<file path="src/rtl/mem_arb_pkg.sv">
// ---------------------------------------------------------------------------
// mem_arb_pkg
//   Shared types and constants for the two-port memory arbiter.
//   - state_t      : access sequencer states (IDLE grants, RESP returns data)
//   - PORT_CPU/AUX : port indices used for grant and current-owner tracking
//   - NPORTS       : number of requesters
//   - rr_pick()    : two-way round-robin choice given requests and last grant
// ---------------------------------------------------------------------------
package mem_arb_pkg;

    typedef enum logic {
        IDLE = 1'b0,
        RESP = 1'b1
    } state_t;

    localparam int unsigned NPORTS   = 2;
    localparam logic        PORT_CPU = 1'b0;
    localparam logic        PORT_AUX = 1'b1;

    // A lone requester always wins; on a tie the port that did not win last
    // time gets the grant.
    function automatic logic rr_pick(input logic [NPORTS-1:0] req,
                                     input logic              last_grant);
        logic pick;
        pick = PORT_CPU;
        case (req)
            2'b01:   pick = PORT_CPU;
            2'b10:   pick = PORT_AUX;
            2'b11:   pick = ~last_grant;
            default: pick = PORT_CPU;
        endcase
        return pick;
    endfunction

endpackage

</file>
<file path="src/rtl/mem_port_arbiter_rr.sv">
// ---------------------------------------------------------------------------
// mem_rr_arb2
//   Two-way round-robin arbiter: combinational grant plus last-grant register.
//   Ports:
//     clk, reset : clock, synchronous active-high reset
//     req        : request vector, bit n = port n valid
//     advance    : grant is being consumed this cycle; remember the winner
//     gnt_idx    : index of the winning port (meaningful when gnt_any)
//     gnt_any    : at least one request present
// ---------------------------------------------------------------------------
module mem_rr_arb2
    import mem_arb_pkg::*;
(
    input  logic              clk,
    input  logic              reset,
    input  logic [NPORTS-1:0] req,
    input  logic              advance,
    output logic              gnt_idx,
    output logic              gnt_any
);

    logic r_last_grant;

    // Reset to the aux port so the CPU port wins the first tie.
    always_ff @(posedge clk) begin
        if (reset) begin
            r_last_grant <= PORT_AUX;
        end else if (advance) begin
            r_last_grant <= gnt_idx;
        end
    end

    always_comb begin
        gnt_any = |req;
        gnt_idx = rr_pick(req, r_last_grant);
    end

endmodule

</file>
<file path="src/rtl/mem_port_arbiter.sv">
// ---------------------------------------------------------------------------
// mem_port_arbiter
//   Shares one single-ported, synchronous-read word memory between the core
//   port (p0) and an auxiliary port (p1) using the valid/ready handshake.
//   Each access takes two cycles: grant + memory command (IDLE), then ready
//   with the registered read data (RESP). Writes return the pre-write word.
//   Ports:
//     clk, reset             : clock, synchronous active-high reset
//     p{0,1}_valid/addr/...  : requester command (byte address, data, strobes;
//                              wstrb == 0 means read)
//     p{0,1}_ready/rdata     : one-cycle completion pulse with read data
//     mem_wen/addr/wdata     : memory command (word address)
//     mem_rdata              : memory registered read data
//     busy                   : access in flight (RESP state)
// ---------------------------------------------------------------------------
module mem_port_arbiter
    import mem_arb_pkg::*;
#(
    parameter int unsigned ADDR_W = 5,
    parameter int unsigned DATA_W = 32
) (
    input  logic                clk,
    input  logic                reset,

    input  logic                p0_valid,
    input  logic [31:0]         p0_addr,
    input  logic [DATA_W-1:0]   p0_wdata,
    input  logic [DATA_W/8-1:0] p0_wstrb,
    output logic                p0_ready,
    output logic [DATA_W-1:0]   p0_rdata,

    input  logic                p1_valid,
    input  logic [31:0]         p1_addr,
    input  logic [DATA_W-1:0]   p1_wdata,
    input  logic [DATA_W/8-1:0] p1_wstrb,
    output logic                p1_ready,
    output logic [DATA_W-1:0]   p1_rdata,

    output logic [DATA_W/8-1:0] mem_wen,
    output logic [ADDR_W-1:0]   mem_addr,
    output logic [DATA_W-1:0]   mem_wdata,
    input  logic [DATA_W-1:0]   mem_rdata,

    output logic                busy
);

    state_t r_state;
    state_t w_next_state;
    logic   r_cur;
    logic   w_gnt_idx;
    logic   w_gnt_any;
    logic   w_advance;

    // Byte-offset bits and bits above the memory range are ignored so the
    // address space wraps on the memory size.
    logic   w_unused;
    assign w_unused = ^{p0_addr[31:ADDR_W+2], p0_addr[1:0],
                        p1_addr[31:ADDR_W+2], p1_addr[1:0]};

    assign w_advance = (r_state == IDLE) && w_gnt_any && !reset;

    mem_rr_arb2 u_arb (
        .clk     (clk),
        .reset   (reset),
        .req     ({p1_valid, p0_valid}),
        .advance (w_advance),
        .gnt_idx (w_gnt_idx),
        .gnt_any (w_gnt_any)
    );

    // State register and owner of the in-flight access.
    always_ff @(posedge clk) begin
        if (reset) begin
            r_state <= IDLE;
            r_cur   <= PORT_CPU;
        end else begin
            r_state <= w_next_state;
            if (w_advance) begin
                r_cur <= w_gnt_idx;
            end
        end
    end

    // Next-state logic.
    always_comb begin
        w_next_state = r_state;
        case (r_state)
            IDLE:    w_next_state = w_gnt_any ? RESP : IDLE;
            RESP:    w_next_state = IDLE;
            default: w_next_state = IDLE;
        endcase
    end

    // Outputs. Reset is folded in combinationally so an access aborted by
    // reset neither writes memory nor produces a ready in the reset cycle.
    always_comb begin
        mem_wen   = '0;
        mem_addr  = p0_addr[ADDR_W+1:2];
        mem_wdata = p0_wdata;
        p0_ready  = 1'b0;
        p1_ready  = 1'b0;
        p0_rdata  = '0;
        p1_rdata  = '0;
        busy      = 1'b0;
        if (!reset) begin
            case (r_state)
                IDLE: begin
                    if (w_gnt_any) begin
                        if (w_gnt_idx == PORT_AUX) begin
                            mem_addr  = p1_addr[ADDR_W+1:2];
                            mem_wdata = p1_wdata;
                            mem_wen   = p1_wstrb;
                        end else begin
                            mem_wen   = p0_wstrb;
                        end
                    end
                end
                RESP: begin
                    busy = 1'b1;
                    if (r_cur == PORT_AUX) begin
                        p1_ready = 1'b1;
                        p1_rdata = mem_rdata;
                    end else begin
                        p0_ready = 1'b1;
                        p0_rdata = mem_rdata;
                    end
                end
                default: ;
            endcase
        end
    end

endmodule

</file>
<file path="config.mk">
export PLATFORM = sky130hd
export DESIGN_NAME = mem_port_arbiter
export DESIGN_NICKNAME = d
export VERILOG_FILES = /design/src/rtl/mem_arb_pkg.sv /design/src/rtl/mem_port_arbiter_rr.sv /design/src/rtl/mem_port_arbiter.sv
export SDC_FILE = /design/constraint.sdc
export NUM_CORES = 1
export LEC_CHECK = 0
export CAP_MARGIN = 20
export CORE_AREA = 2 2 109 111
export CTS_CLUSTER_SIZE = 30
export DETAILED_ROUTE_END_ITERATION = 10
export DIE_AREA = 0 0 111 113
export SYNTH_ARGS = -nofsm -noshare
export SYNTH_HDL_FRONTEND = slang
export SYNTH_SLANG_ARGS = --single-unit
</file>
<file path="constraint.sdc">
create_clock -name clk -period 1.4 [get_ports clk]
set_input_delay 0.28 -clock clk [delete_from_list [all_inputs] [get_ports clk]]
set_output_delay 0.28 -clock clk [all_outputs]
set_load 0.02 [all_outputs]
</file>
# Yosys cells after proc, flatten, opt, wreduce, memory -nomap -nowiden
# Cells that the tools add are included.
# Widths: inputs -> output; s select.
# word_totals
wordCells,40
regBits,3
inputBits,172
out_inout_bits,108
# op_classes
bitwise_logic,2
eq_ne,2
mux,29
reduce_logical,4
# ops
cell,count
$mux 32,10
$mux 5,4
$mux 4,4
$mux 1,9
$eq 2x2->1 const B,2
$pmux 1 s2,2
$logic_and 1x1->1,2
$not 1->1,2
$reduce_or 2->1,1
$logic_not 1->1,1

# Depth between registers and ports, before layout
# Gate-level depths: netlist of run 1.
# depth
ltp_word,6
depth_mapped,5
depth_no_buf,4

# Modules after synthesis
# Synthesis of run 1 repeated with hierarchy kept, for this count alone.
# unflattened
hier_cells,176
hier_area_um2,1310.0
# by_module_without_submodules
mod,cells_per_inst,area_each_um2,seq_area_each_um2,instances
mem_port_arbiter,171,1261.2,40.0,1
mem_rr_arb2,5,48.8,20.0,1

# Least setup slack after synthesis of run 1
# Ideal clock, no wire load.
# synth_path
path_type,flip-flop to output port
from,reg u_arb.r_last_grant
to,out mem_wdata[12]
path_stages_with_launch,6
arrival_time_ns,1.246
required_time_ns,1.120
path_slack_ns,-0.126
n_path_buf,2
path_cell_list,dfxtp_1 -> a21boi_4 -> nand2_2 -> buf_6 -> buf_6 -> mux2_4
# synth_between
elab_chain_cells,6
# synth_lines
item,line_no,text
start: declaration,mem_port_arbiter_rr.sv:22,logic r_last_grant;
start signal: assignment,mem_port_arbiter_rr.sv:29,r_last_grant <= gnt_idx;
$not 1->1,mem_arb_pkg.sv:29,2'b11: pick = ~last_grant;
$pmux 1 s2,mem_arb_pkg.sv:26,case (req)
$mux 32,mem_port_arbiter.sv:109,if (w_gnt_idx == PORT_AUX) begin
$mux 32,mem_port_arbiter.sv:108,if (w_gnt_any) begin
$mux 32,mem_port_arbiter.sv:106,case (r_state)
$mux 32,mem_port_arbiter.sv:105,if (!reset) begin
end: declaration,mem_port_arbiter.sv:41,"output logic [DATA_W-1:0] mem_wdata,"
# No other way between the ends.

# Worst setup path after layout of run 1
# layout_path
from,reg u_arb.r_last_grant
to,out mem_wdata[23]
# Same word-level chain as after synthesis.

==> results of run 1 <==
repair_timing:
action / 4_1_cts / 5_1_grt
cloned: 9 / 1
setup buffers: 15 / 4
pin swaps: 7 / 23
setup endpoints to repair: 109 / 108
gates resized for setup: 648 / 69
power breakdown:
group	internal [W]	leakage [nW]	switching, W	total (W)
Sequential	0.0000941	0.0253	0.00000837	0.000102
Combinational	0.000821	1.99	0.000505	0.00133
Clock	0.000376	0.0382	0.0000795	0.000455
Total	0.00129	2.05	0.000593	0.00188
worst min-delay path by stage:
stage                                    end  slack [ns]  cells after the start
final                     u_arb.r_last_grant        0.42                      3
after global routing      u_arb.r_last_grant        0.44                      3
after CTS                 u_arb.r_last_grant        0.39                      3
after detailed placement  u_arb.r_last_grant        0.50                      1
after global placement    u_arb.r_last_grant        0.49                      1
after floorplan           u_arb.r_last_grant        0.37                      1
kinds of logic (layout without fill, tap and decap cells):
family	after synthesis	after routing	synth area share
multiplexers	41	41	0.451
AO/OA/AOI/OAI	4	4	0.0321
buffers and inverters	14	268	0.0663
flip-flops	3	3	0.0513
AND/OR/NAND/NOR	76	76	0.399
placed cells by master, fill, tap and decap left out, types with 2 or more instances in the layout:
cell and count:
sky130_fd_sc_hd__mux2_2 18, sky130_fd_sc_hd__nand2b_1 2, sky130_fd_sc_hd__o21ai_0 2, sky130_fd_sc_hd__clkbuf_16 4, sky130_fd_sc_hd__nor2_1 4, sky130_fd_sc_hd__buf_4 10, sky130_fd_sc_hd__buf_12 7, sky130_fd_sc_hd__buf_6 106
sky130_fd_sc_hd__buf_2 11, sky130_fd_sc_hd__mux2_4 19, sky130_fd_sc_hd__buf_16 3, sky130_fd_sc_hd__and2b_4 2, sky130_fd_sc_hd__dlygate4sd2_1 4, sky130_fd_sc_hd__and3_4 32, sky130_fd_sc_hd__clkdlybuf4s50_1 114, sky130_fd_sc_hd__mux2i_1 4
sky130_fd_sc_hd__buf_8 4, sky130_fd_sc_hd__and2_4 33
registers in the layout, summed over array words and instances, names as in the netlist:
signal / count
u_arb.r_last_grant: 1
r_cur: 1
r_state: 1
metal layers:
| metal | vias to the layer above | global-route usage |
|---|---|---|
| met5 | - | 0 |
| met4 | 0 | 0.0142 |
| met3 | 9 | 0.0311 |
| met2 | 105 | 0.255 |
| met1 | 986 | 0.167 |
| li1 | 999 | - |
layout make-up:
type                       count  share of cell area
clock buffer                   4              0.0176
inverter                       1            0.000839
multi-input combinational    121               0.289
sequential                     3              0.0145
tap                          143              0.0400
timing repair buffer         263               0.638
worst max-delay path, delay by kind of cell (launching register included):
family                 cells  cell delay [ns]
and+or+nand+nor            1             0.09
DFF                        1             0.33
muxes                      1             0.30
AOI/OAI and AO/OA          1             0.17
buffers and inverters      3             0.42
per-stage QoR:
| step | hold WS (ns) | cell area [um^2] |
|---|---|---|
| floorplan | 0.374 | 1220 |
| global placement | 0.488 | 3690 |
| detailed placement | 0.500 | 3690 |
| CTS | 0.394 | 4370 |
| global route | 0.437 | 4470 |
| finish | 0.421 | 4470 |
==> flow_metrics.py, run 1 <==
metrics = {
    "run_status": {
        "outcome": "complete, but fails checks",
        "failed_checks": "setup timing",
    },
    "detailed_routing": {
        "vias_per_cell": 3.92,
        "wl_met3_um": 580,
        "route.top_layer_used": "met4",
        "drt_antenna_net_count": 0,
        "dr_wl_met2_mm": 4.91,
        "firstDrtPassIters": 4,
        "vias": 2099,
        "drt_wl_total_mm": 9.28,
        "wl_met1_mm": 3.68,
        "detail_route.iter0.violations": 29,
        "drc_errors": 0,
        "routed_wire_length_per_instance_um": 17.3,
    },
    "final_layout": {
        "layout.nets": 565,
        "layout.area.seq_um2": 65.1,
        "layout-drive-gt1-share": 0.653,
        "antennaDiodeCount": 0,
        "final.fill_count": 1109,
        "multi_input_area_um2": 1290,
        "final_cells": 535,
        "layout-area-overhead-vs-synth_pct": 282,
        "post-route-util": 0.397,
    },
    "placement": {
        "input_output_buffers": 225,
        "place.detailed.hpwl_mm": 6.88,
        "place.gp.congestion": 0.812,
        "placed_cells": 507,
        "preCtsSetupSlack_ns": -1.03,
    },
    "clock_tree": {
        "cts.sinks": 3,
        "ctsRootBufferMaster": "sky130_fd_sc_hd__clkbuf_16",
        "tritoncts": "built",
        "skew_pair_late_insertion_delay_ns": 0.22,
        "post_cts_hold_buffer_count": 0,
        "path_clk_slew_ns": 0.03,
        "cts_htree_levels": 1,
        "cts_max_path_buffers": 2,
        "cts_inserted_buffers": 3,
    },
    "setup_path": {
        "max_stage_delay_ns": 0.33,
        "cp.required_ns": 1.12,
        "r2r_start": "r_state",
        "worst_r2r_endpoint": "r_cur",
        "worstPathCellList": "a21boi_4 -> nand2_4 -> buf_12 -> buf_16 -> mux2_4 -> buf_6",
        "timing.reg2reg.setup_slack_ns": 0.35,
        "cp-start-kind": "flip-flop",
        "crit_path_max_fanout": 6,
        "crit_type": "flip-flop to output port",
        "crit_path_end": "mem_wdata[23]",
        "critical_path.startpoint": "u_arb.r_last_grant",
        "cpMaxStageDelayCell": "sky130_fd_sc_hd__dfxtp_2",
        "r2r_cells": 5,
        "arrival_ns": 1.55,
        "critPathCaptureType": "output port",
    },
    "timing": {
        "min_period_ns": 1.83,
        "max_clk_rate_mhz": 547,
        "final_setup_margin_ns": -0.427,
        "fin_tns_setup_ns": -34.36,
        "report.final.setup_viol": 108,
        "worst_pin_slew_ns": 0.279,
        "rsz0062_at_grt": "true",
        "timing.final.crit_share": 1.30,
        "final_max_slew_viol_count": 0,
        "hold_viol": 0,
        "fin_worst_skew_ns": 0.000742,
        "slew_headroom": 0.814,
    },
    "die": {
        "num_io_pins": 280,
        "die_x_um": 111,
        "die_area_um2": 12500,
        "initial_standard_cell_utilization_of_the_core": 0.104,
        "rows": 39,
        "placeableCoreArea_um2": 11300,
        "die_height_um": 113,
    },
    "global_routing": {
        "grt_first_pass_wirelength_mm": 13.5,
        "number_of_global_route_vias_before_repair": 2279,
        "grt_remaining_overflow": 0,
        "number_of_antenna_violations_at_the_first_check_in_global_routing": 0,
        "grt_use_total": 0.137,
        "largest_net_degree_at_the_start_of_global_routing": 35,
    },
    "synthesis": {
        "yosysSeqAreaShare": 0.0513,
        "syn_nets": 310,
        "synth.top_cells.by_area": "sky130_fd_sc_hd__mux2_4 (24%), sky130_fd_sc_hd__and2_1 (18%), sky130_fd_sc_hd__mux2_2 (17%), sky130_fd_sc_hd__and3_1 (17%), sky130_fd_sc_hd__dfxtp_1 (5.1%)",
        "postSynth.topFlopCell": "sky130_fd_sc_hd__dfxtp_1",
        "netlist_top_cells_count": "sky130_fd_sc_hd__and2_1 (33), sky130_fd_sc_hd__and3_1 (32), sky130_fd_sc_hd__mux2_4 (19), sky130_fd_sc_hd__mux2_2 (18), sky130_fd_sc_hd__clkbuf_1 (8)",
        "netlist_instances": 138,
        "ys.warnings.count": 0,
        "synth_largest_area_cell": "sky130_fd_sc_hd__mux2_4",
        "area_share_of_the_largest_cell_type_after_synthesis": 0.244,
        "synth_enable_flop_cells": 0,
        "asyncSetResetFlopFracSynth": 0,
        "synth.ff_latch_count": 3,
        "synthesis.area_per_instance_um2": 8.48,
        "synthMostInstantiatedCell": "sky130_fd_sc_hd__and2_1",
        "syn-cell-area_um2": 1170,
        "synth_cell_types": 18,
    },
    "power": {
        "power.total_w": 0.00188,
        "power.static_leakage_nw": 2.05,
        "p_per_area_nw_per_um2": 421,
        "vdd_drop_max_v": 0.000317,
    },
    "hold_path": {
        "min-delay-path-class": "input port to flip-flop",
        "hold_path.startpoint": "reset",
    },
    "flow_run": {
        "drv.max_cap_violation_count": 0,
    },
}
Power figures use the tool's default switching activity.
==> run 2: changes to the inputs <==
SLEW_MARGIN = 20   (was default)
==> results of run 2 <==
Same layout as run 1: the final DEF is identical, and so are final timing and power.
==> run 3: changes to the inputs <==
SLEW_MARGIN = 5   (was 20)
==> results of run 3 <==
Same layout as run 1: the final DEF is identical, and so are final timing and power.
